## src/rtl/mux_pkg.sv

```systemverilog
// Shared types and defaults for the stream selector and its arbiter.
package mux_pkg;

  typedef enum logic {
    MODE_FIXED = 1'b0,
    MODE_RR    = 1'b1
  } mode_e;

  localparam int DEFAULT_WIDTH  = 32;
  localparam int DEFAULT_NUM_IN = 4;

endpackage

```

## src/rtl/rr_arbiter.sv

```systemverilog
// Combinational rotating-priority arbiter: the first requester at or after
// ptr (scanning upward, wrapping) wins. The pointer itself lives in the caller.
module rr_arbiter
  import mux_pkg::*;
#(
  parameter int NUM_IN = DEFAULT_NUM_IN,
  parameter int SEL_W  = $clog2(NUM_IN)
) (
  input  logic [NUM_IN-1:0] req,
  input  logic [SEL_W-1:0]  ptr,
  output logic [NUM_IN-1:0] grant,
  output logic [SEL_W-1:0]  grant_idx,
  output logic              any_grant
);

  // Scan from the farthest offset down to offset 0 so the closest requester
  // to ptr is written last and therefore wins. SEL_W-bit addition wraps
  // modulo NUM_IN because NUM_IN is a power of two.
  always_comb begin
    // NOTE: every output gets a default before the loop; a path that leaves
    // one unassigned would infer a latch.
    grant     = '0;
    grant_idx = '0;
    any_grant = 1'b0;
    for (int k = NUM_IN - 1; k >= 0; k--) begin
      if (req[ptr + SEL_W'(k)]) begin
        grant                     = '0;
        grant[ptr + SEL_W'(k)]    = 1'b1;
        grant_idx                 = ptr + SEL_W'(k);
        any_grant                 = 1'b1;
      end
    end
  end

endmodule

```

## src/rtl/stream_mux.sv

```systemverilog
// N-input valid/ready stream selector with a one-entry registered output.
// Selects by explicit sel (fixed mode) or by fair round-robin (RR mode).
module stream_mux
  import mux_pkg::*;
#(
  parameter int WIDTH  = DEFAULT_WIDTH,
  parameter int NUM_IN = DEFAULT_NUM_IN,
  parameter int SEL_W  = $clog2(NUM_IN)
) (
  input  logic                    clk,
  input  logic                    reset,
  input  logic [NUM_IN*WIDTH-1:0] in_data,
  input  logic [NUM_IN-1:0]       in_valid,
  output logic [NUM_IN-1:0]       in_ready,
  input  logic [SEL_W-1:0]        sel,
  input  logic                    mode,
  output logic [WIDTH-1:0]        out_data,
  output logic                    out_valid,
  input  logic                    out_ready,
  output logic [SEL_W-1:0]        out_src
);

  logic [SEL_W-1:0]  ptr;
  logic [NUM_IN-1:0] arb_grant;
  logic [SEL_W-1:0]  arb_idx;
  logic              arb_any;
  logic [NUM_IN-1:0] sel_onehot;
  logic [SEL_W-1:0]  cand;
  logic [WIDTH-1:0]  cand_data;
  logic              is_rr;
  logic              load_en;
  logic              transfer;

  rr_arbiter #(
    .NUM_IN (NUM_IN),
    .SEL_W  (SEL_W)
  ) u_arb (
    .req       (in_valid),
    .ptr       (ptr),
    .grant     (arb_grant),
    .grant_idx (arb_idx),
    .any_grant (arb_any)
  );

  assign is_rr = (mode_e'(mode) == MODE_RR);

  // Reset blocks acceptance immediately so no input sees ready while held.
  assign load_en = !reset && (!out_valid || out_ready);

  // In fixed mode ready follows sel regardless of valid; in RR mode it
  // follows the arbiter grant, which is empty when nobody requests.
  always_comb begin
    sel_onehot      = '0;
    sel_onehot[sel] = 1'b1;
    in_ready        = '0;
    if (load_en) in_ready = is_rr ? arb_grant : sel_onehot;
  end

  assign transfer = |(in_ready & in_valid);
  assign cand     = is_rr ? arb_idx : sel;

  // Extract the candidate's word from the packed input bus.
  always_comb begin
    cand_data = '0;
    for (int i = 0; i < NUM_IN; i++) begin
      if (SEL_W'(i) == cand) cand_data = in_data[i*WIDTH +: WIDTH];
    end
  end

  // Output register and RR pointer: load on transfer, clear valid on a bare
  // drain, hold everything otherwise (including the stall case).
  always_ff @(posedge clk or posedge reset) begin
    if (reset) begin
      out_valid <= 1'b0;
      out_data  <= '0;
      out_src   <= '0;
      ptr       <= '0;
    end else begin
      // NOTE: non-blocking assignments so every register samples the
      // pre-edge values, independent of statement order.
      if (transfer) begin
        out_valid <= 1'b1;
        out_data  <= cand_data;
        out_src   <= cand;
        if (is_rr) ptr <= cand + SEL_W'(1);
      end else if (out_ready) begin
        out_valid <= 1'b0;
      end
    end
  end

  // arb_any is implied by a non-empty grant; tie it off explicitly.
  logic unused_ok;
  assign unused_ok = arb_any;

endmodule

```

## config.mk

```make
export PLATFORM = sky130hd
export DESIGN_NAME = stream_mux
export DESIGN_NICKNAME = d
export VERILOG_FILES = /design/src/rtl/mux_pkg.sv /design/src/rtl/rr_arbiter.sv /design/src/rtl/stream_mux.sv
export SDC_FILE = /design/constraint.sdc
export NUM_CORES = 1
export LEC_CHECK = 0
export ABC_AREA = 1
export CAP_MARGIN = 40
export CORE_UTILIZATION = 24
export DETAILED_ROUTE_END_ITERATION = 7
export PLACE_DENSITY_LB_ADDON = 0.3
export REMOVE_ABC_BUFFERS = 1
export SLEW_MARGIN = 20
export SYNTH_ARGS = -nofsm -noshare
export SYNTH_HDL_FRONTEND = slang
export SYNTH_HIERARCHICAL = 1
export SYNTH_SLANG_ARGS = --single-unit
```

## constraint.sdc

```tcl
create_clock -name clk -period 3.3 [get_ports clk]
set_input_delay 0.66 -clock clk [delete_from_list [all_inputs] [get_ports clk]]
set_output_delay 0.66 -clock clk [all_outputs]
set_load 0.02 [all_outputs]
```

* Word level (Yosys, flattened, before mapping) *
Index checks and enable logic that the tools add are counted.

storage, ports and cells
  register bits after elaboration = 37
  input port bits = 138
  output and inout port bits = 39
  logic and storage cells = 70

cells by class
  $add $sub $neg = 4
  order comparisons = 10
  equality and inequality tests = 3
  multiplexer cells = 35
  bitwise logic cells = 1
  reduce and logical (&&, ||, !) cells = 13

operators by type and width
  operator                                                                             number
  32-bit 2-to-1 mux                                                                    4
  4-bit 2-to-1 mux                                                                     6
  2-bit by 3-bit less-than comparator with 1-bit output, second input constant         5
  1-bit 2-to-1 mux                                                                     11
  1-bit demux with 2-bit select                                                        5
  2-bit by 1-bit greater-or-equal comparator with 1-bit output, second input constant  5
  2-bit 2-to-1 mux                                                                     5
  1-bit binary-select mux with 2-bit select                                            4
  1-bit logical AND                                                                    6
  2-bit by 1-bit adder with 2-bit output, second input constant                        2
  2-bit adder, second input constant                                                   2
  4-bit bitwise AND                                                                    1
  2-bit == test, first input constant                                                  2
  4-bit OR reduction                                                                   1
  1-bit by 2-bit == test with 1-bit output, first input constant                       1
  1-bit logical NOT                                                                    2
  2-bit logical NOT                                                                    1
  2-bit AND reduction                                                                  1
  2-bit nonzero test                                                                   1
  1-bit logical OR                                                                     1

* Depth between registers and ports, before layout *
  depth after elaboration = 14
  gate-level depth with buffers = 21
  gate-level depth less buffers = 19

* Cells and area by module *
Netlist, hierarchy kept.

by module, submodules not included
  module      times used  cells an instance  area each (µm²)  seq. area each (µm²)
  stream_mux  1           412                2,905.3          925.9
  rr_arbiter  1           88                 491.7            0.0

* Least setup slack after synthesis *
OpenSTA, ideal clock, no wires.

  kind = reg-to-reg
  start = register ptr[0]
  end = register out_data[10]
  arrival = 2.945 ns
  data required time = 3.236 ns
  path slack = 0.291 ns
  cell stages (with the launch flop) = 21
  buffers on the path = 2
  cell sequence = dfrtp_1 > inv_2 > ha_1 > inv_1 > nand3_2 > nand2_4 > inv_4 > a21oi_1 > o21ai_1 > a21oi_1 > inv_1 > ha_1 > buf_2 > nor2_4 > buf_4 > nand2_1 > nand2_1 > o21ai_0 > o21ai_0 > nand2_2 > nand2_2

between the ends
  word-level cells in the longest chain between the ends = 13
  elaborated cells between the ends (all ways) = 52

RTL lines
  element                                    RTL line                            source
  from (decl)                                stream_mux.sv:23                    logic [SEL_W-1:0] ptr;
  from (signal assigned)                     stream_mux.sv:85                    if (is_rr) ptr <= cand + SEL_W'(1);
  2-bit adder                                rr_arbiter.sv:26, rr_arbiter.sv:29
  1-bit binary-select mux with 2-bit select  rr_arbiter.sv:26                    if (req[ptr + SEL_W'(k)]) begin
  1-bit 2-to-1 mux (not written as such)     rr_arbiter.sv:26
  2-bit 2-to-1 mux (3 in a row)              rr_arbiter.sv:26
  2-bit 2-to-1 mux (*)                       rr_arbiter.sv:26
  via arb_idx[0]                             stream_mux.sv:25                    logic [SEL_W-1:0] arb_idx;
  2-bit 2-to-1 mux (*)                       stream_mux.sv:60                    assign cand = is_rr ? arb_idx : sel;
  via cand[0]                                stream_mux.sv:28                    logic [SEL_W-1:0] cand;
  2-bit logical NOT                          stream_mux.sv:66                    if (SEL_W'(i) == cand) cand_data = in_data[i*WIDTH +: WIDTH];
  32-bit 2-to-1 mux (3 in a row)             stream_mux.sv:66
  32-bit 2-to-1 mux (*)                      stream_mux.sv:66
  to (signal assigned)                       stream_mux.sv:83                    out_data <= cand_data;
  to (decl)                                  stream_mux.sv:17                    output logic [WIDTH-1:0] out_data,

Mark *: on every way through the listed nets, which the timed path passes. The rest lies on a longest branch. The select of a mux whose other input is x is not followed.
A chain may end at the register's enable or synchronous reset.

* Worst setup path in the final report *
  start = input in_valid[1]
  end = output in_ready[1]

between the ends
  word-level cells in the longest chain between the ends = 8
  elaborated cells between the ends (all ways) = 14

RTL lines
  element                                    RTL line          source
  from (decl)                                stream_mux.sv:13  input logic [NUM_IN-1:0] in_valid,
  1-bit binary-select mux with 2-bit select  rr_arbiter.sv:26
  1-bit 2-to-1 mux (not written as such)     rr_arbiter.sv:26
  4-bit 2-to-1 mux (3 in a row)              rr_arbiter.sv:26
  4-bit 2-to-1 mux (*)                       rr_arbiter.sv:26
  via arb_grant[1]                           stream_mux.sv:24  logic [NUM_IN-1:0] arb_grant;
  4-bit 2-to-1 mux (*) (2 in a row)          stream_mux.sv:56  if (load_en) in_ready = is_rr ? arb_grant : sel_onehot;
  to (decl)                                  stream_mux.sv:14  output logic [NUM_IN-1:0] in_ready,

Marks and branches as above.

==> out/metrics.sh <==
CTS_HTREE_LEVELS=2
MAXCAPVIOLATIONS=0
TRITONCTS='built'
TIMING.CRITICAL_PATH.CELLS='clkdlybuf4s50_1, inv_1, nand2_1, nand3_1, nand2_4, nor2_4, nand2_1, nand3_1, nand2_1, inv_1, nand2_4, a21oi_1, clkdlybuf4s15_1'
SETUP_VIOL_COUNT_FINAL=0
WORSTSKEWPAIRLATENCY_PS=280
TIMING.REG2REG.WORST_PATH_DEPTH=19
CTS_RESIZED=4
STATUS='complete, no violations'
SYNTH.CELL_AREA_UM2=3390
POSTCTSSETUPBUFFERS=0
MULTI_INPUT_AREA_UM2=2160
DPL.HPWL_UM=8900
CRIT_BUF_INV=4
FINAL.SETUP_SKEW_PS=7.93
PLACEMENT_ROWS=43
FMAX_GHz=0.318
INTPOWER_uW=2330
POST_ROUTE_CELLS_DRIVE_ABOVE_1_SHARE_PCT=21.6
CRITPATHCAPTURETYPE='output port'
SEQPWRFRAC_PCT=16.9
FILLCELLCOUNT=1417
ROUTED-VIA-COUNT=3842
REG2REG_TO='out_data[18]'
DIE_AR_UM2=14600
SYN_AVG_CELL_AREA_UM2=6.80
CRIT_SLOWEST_CELL='sky130_fd_sc_hd__clkdlybuf4s50_1'
CTS.PATH.MAX_BUFFERS=2
NUMBER_OF_GLOBAL_ROUTE_VIAS_BEFORE_REPAIR=3818
PRE_CTS_SLACK_PS=-172
TIMING.FINAL.MAX_SLEW_VIOLATIONS=0
PORTBUFFERS=176
TIGHTESTPINTRANSITION_PS=379
SYNTH_WARNINGS=6
DIEHEIGHT_UM=121
HOLD-PATH-CELL-COUNT=2
GLOBALPLACE.CONGESTION=0.956
FINALWIRELENGTH_UM=11400
R2R_SETUP_SLACK_PS=280
DRT_ITER0_DRC=133
SHARE_CLK_OF_TOTAL_POWER_PCT=10.2
CRIT_TOP_CELL='sky130_fd_sc_hd__nand2_1'
POST_SYNTH_INST_COUNT=498
ROUTE.DETAILED.DRC=0
WORST_PATH_LARGEST_CELL_DELAY_PS=440
TIMING.HOLD.WORST.START='out_data[8]'
REGAREA_UM2=926
SWITCHING_SHARE_PCT=48.9
INSERTEDDIODECOUNT=0
TOP_LEVEL_PORTS=177
WORST-ENDPOINT-REQUIRED_PS=2640
POWER_PER_CELL_AREA_nW_PER_UM2=812
GLOBALROUTEOVERFLOWTOTAL=0
CLKSLEWWORSTSETUPHOLDPATHS_PS=60
FIN_NETS=830
CTS_HOLD_REPAIR.BUFFERS=0
GRT_MAX_DEGREE=47
CP_TOP_FAMILY='buffers and inverters'
DRT_FIRST_PASS_ITERS=4
P_TOTAL_uW=4550
PERIOD_NEEDED_PS=3140
WL_PER_CELL_UM=13.2
ARRIVAL_PS=2480
TIMING.CRITICAL_PATH.FANOUT_MAX=7
COMB_POWER_SHARE_PCT=73.0
GRT_USAGE_PCT=15.6
FP.COREAREA_UM2=13800
POWER.STATIC_LEAKAGE_uW=0.00251
WORST_SETUP_PATH_TYPE='in2out'
NUMCTSBUFFERS=5
FINAL_CORE_UTIL_PCT=40.5
SYN_TO_FINAL_GROWTH_PCT=65.3
CRITICAL_PATH.STARTPOINT_TYPE='primary input'
GRT_ANTENNA_BEFORE_REPAIR=0
ROUTE.ANTENNA.REMAINING_NETS=0
CLOCK-ROOT-BUFFER='sky130_fd_sc_hd__clkbuf_16'
SWITCHING_POWER_uW=2220
INITIAL_UTILIZATION_PCT=24.5
ROUTED_VIA_DENSITY=4.47
GRT_PASS1_WL_UM=17900
IR_DROP_mV=0.295
REG2REG_FROM='ptr[1]'
MIN_DELAY_WORST_ENDPOINT='out_data[8]'
TIGHTEST_SLEW_MARGIN_RELATIVE_TO_THE_LIMIT_PCT=74.7
CLOCK-SINKS=37
FINALCRITPERIODSHARE_PCT=95.2
HOLD_VIOL=0
HOLD_CLASS='reg2reg'
FINAL_CRITICAL_PATH_SETUP_SLACK_PS=158
DIE_W_UM=121
==> stage by stage <==
stage               area (µm²)  instances  hold WS (ps)  TNS [ps]
finish                    5600        860           486         0
global route              5600        860           506     -27.0
CTS                       5590        860           487         0
detailed placement        5460        853           472     -3100
global placement          5440        852           462     -1750
floorplan                 3190        470           570     -8300
==> state kept, by name, summed over array words and instances, names as in the netlist <==
name,cells
ptr,2
out_data,32
out_src,2
out_valid,1
==> worst max path at each step <==
stage                           start      endpoint  slack (ps)  cells after the start
after floorplan                ptr[0]  out_data[10]        -270                     15
after global placement    in_valid[2]  out_data[16]        -120                     18
after detailed placement  in_valid[1]   in_ready[2]        -170                     13
after CTS                 in_valid[1]   in_ready[2]         100                     13
after global routing      in_valid[2]  out_data[14]         -20                     19
final                     in_valid[1]   in_ready[1]         160                     13
==> metal layers <==
metal | global-route usage [%] | wire length [µm] | share of wire (%)
met1 | 17.7 | 4810 | 42
met3 | 3.58 | 666 | 5.9
met4 | 4.40 | 197 | 1.7
met2 | 28.7 | 5700 | 50
met5 | 0 | 0 | 0
==> layout make-up <==
class	instances	area share, %
multi-input cells	403	38.6
repair buffers	203	36.3
flip-flops and latches	37	16.5
well taps	180	4.02
clock buffers	6	2.30
inverters	30	2.14
clock inverters	1	0.156
==> power groups by stage <==
| stage | Combinational (µW) | Clock [µW] | Sequential [µW] |
|---|---|---|---|
| final | 3320 | 462 | 768 |
| after global routing | 3690 | 500 | 792 |
| after CTS | 3330 | 480 | 771 |
| after detailed placement | 3330 | 0 | 774 |
| after global placement | 3270 | 0 | 765 |
| after floorplan | 1800 | 0 | 1000 |
==> cells in the final DEF (no fill, tap or decap), types with 4 or more instances in the layout <==
cell type / instances
sky130_fd_sc_hd__nand2_2: 75
sky130_fd_sc_hd__or2_0: 4
sky130_fd_sc_hd__o21ai_0: 42
sky130_fd_sc_hd__ha_1: 10
sky130_fd_sc_hd__clkbuf_16: 5
sky130_fd_sc_hd__dfrtp_1: 37
sky130_fd_sc_hd__inv_2: 9
sky130_fd_sc_hd__clkdlybuf4s50_1: 172
sky130_fd_sc_hd__nand2_1: 154
sky130_fd_sc_hd__a21oi_1: 43
sky130_fd_sc_hd__nor2_1: 5
sky130_fd_sc_hd__buf_4: 20
sky130_fd_sc_hd__buf_12: 6
sky130_fd_sc_hd__nand3_2: 9
sky130_fd_sc_hd__o21ai_1: 27
sky130_fd_sc_hd__nand2_4: 7
sky130_fd_sc_hd__inv_1: 18
sky130_fd_sc_hd__nand3_1: 18
==> worst register-to-register path: stages (launching register included) <==
cell and delay (ps):
sky130_fd_sc_hd__dfrtp_1 370, sky130_fd_sc_hd__inv_1 200, sky130_fd_sc_hd__ha_1 320, sky130_fd_sc_hd__inv_1 100
sky130_fd_sc_hd__nand3_2 110, sky130_fd_sc_hd__nand2_4 130, sky130_fd_sc_hd__inv_4 60, sky130_fd_sc_hd__a21oi_1 130
sky130_fd_sc_hd__o21ai_1 100, sky130_fd_sc_hd__a21oi_2 180, sky130_fd_sc_hd__inv_1 90, sky130_fd_sc_hd__ha_1 260
sky130_fd_sc_hd__nor2_4 200, sky130_fd_sc_hd__buf_12 170, sky130_fd_sc_hd__nand2_1 60, sky130_fd_sc_hd__nand2_1 70
sky130_fd_sc_hd__o21ai_0 70, sky130_fd_sc_hd__o21ai_0 190, sky130_fd_sc_hd__nand2_2 80, sky130_fd_sc_hd__nand2_2 60
No activity file was read; power rests on OpenSTA's default activity.
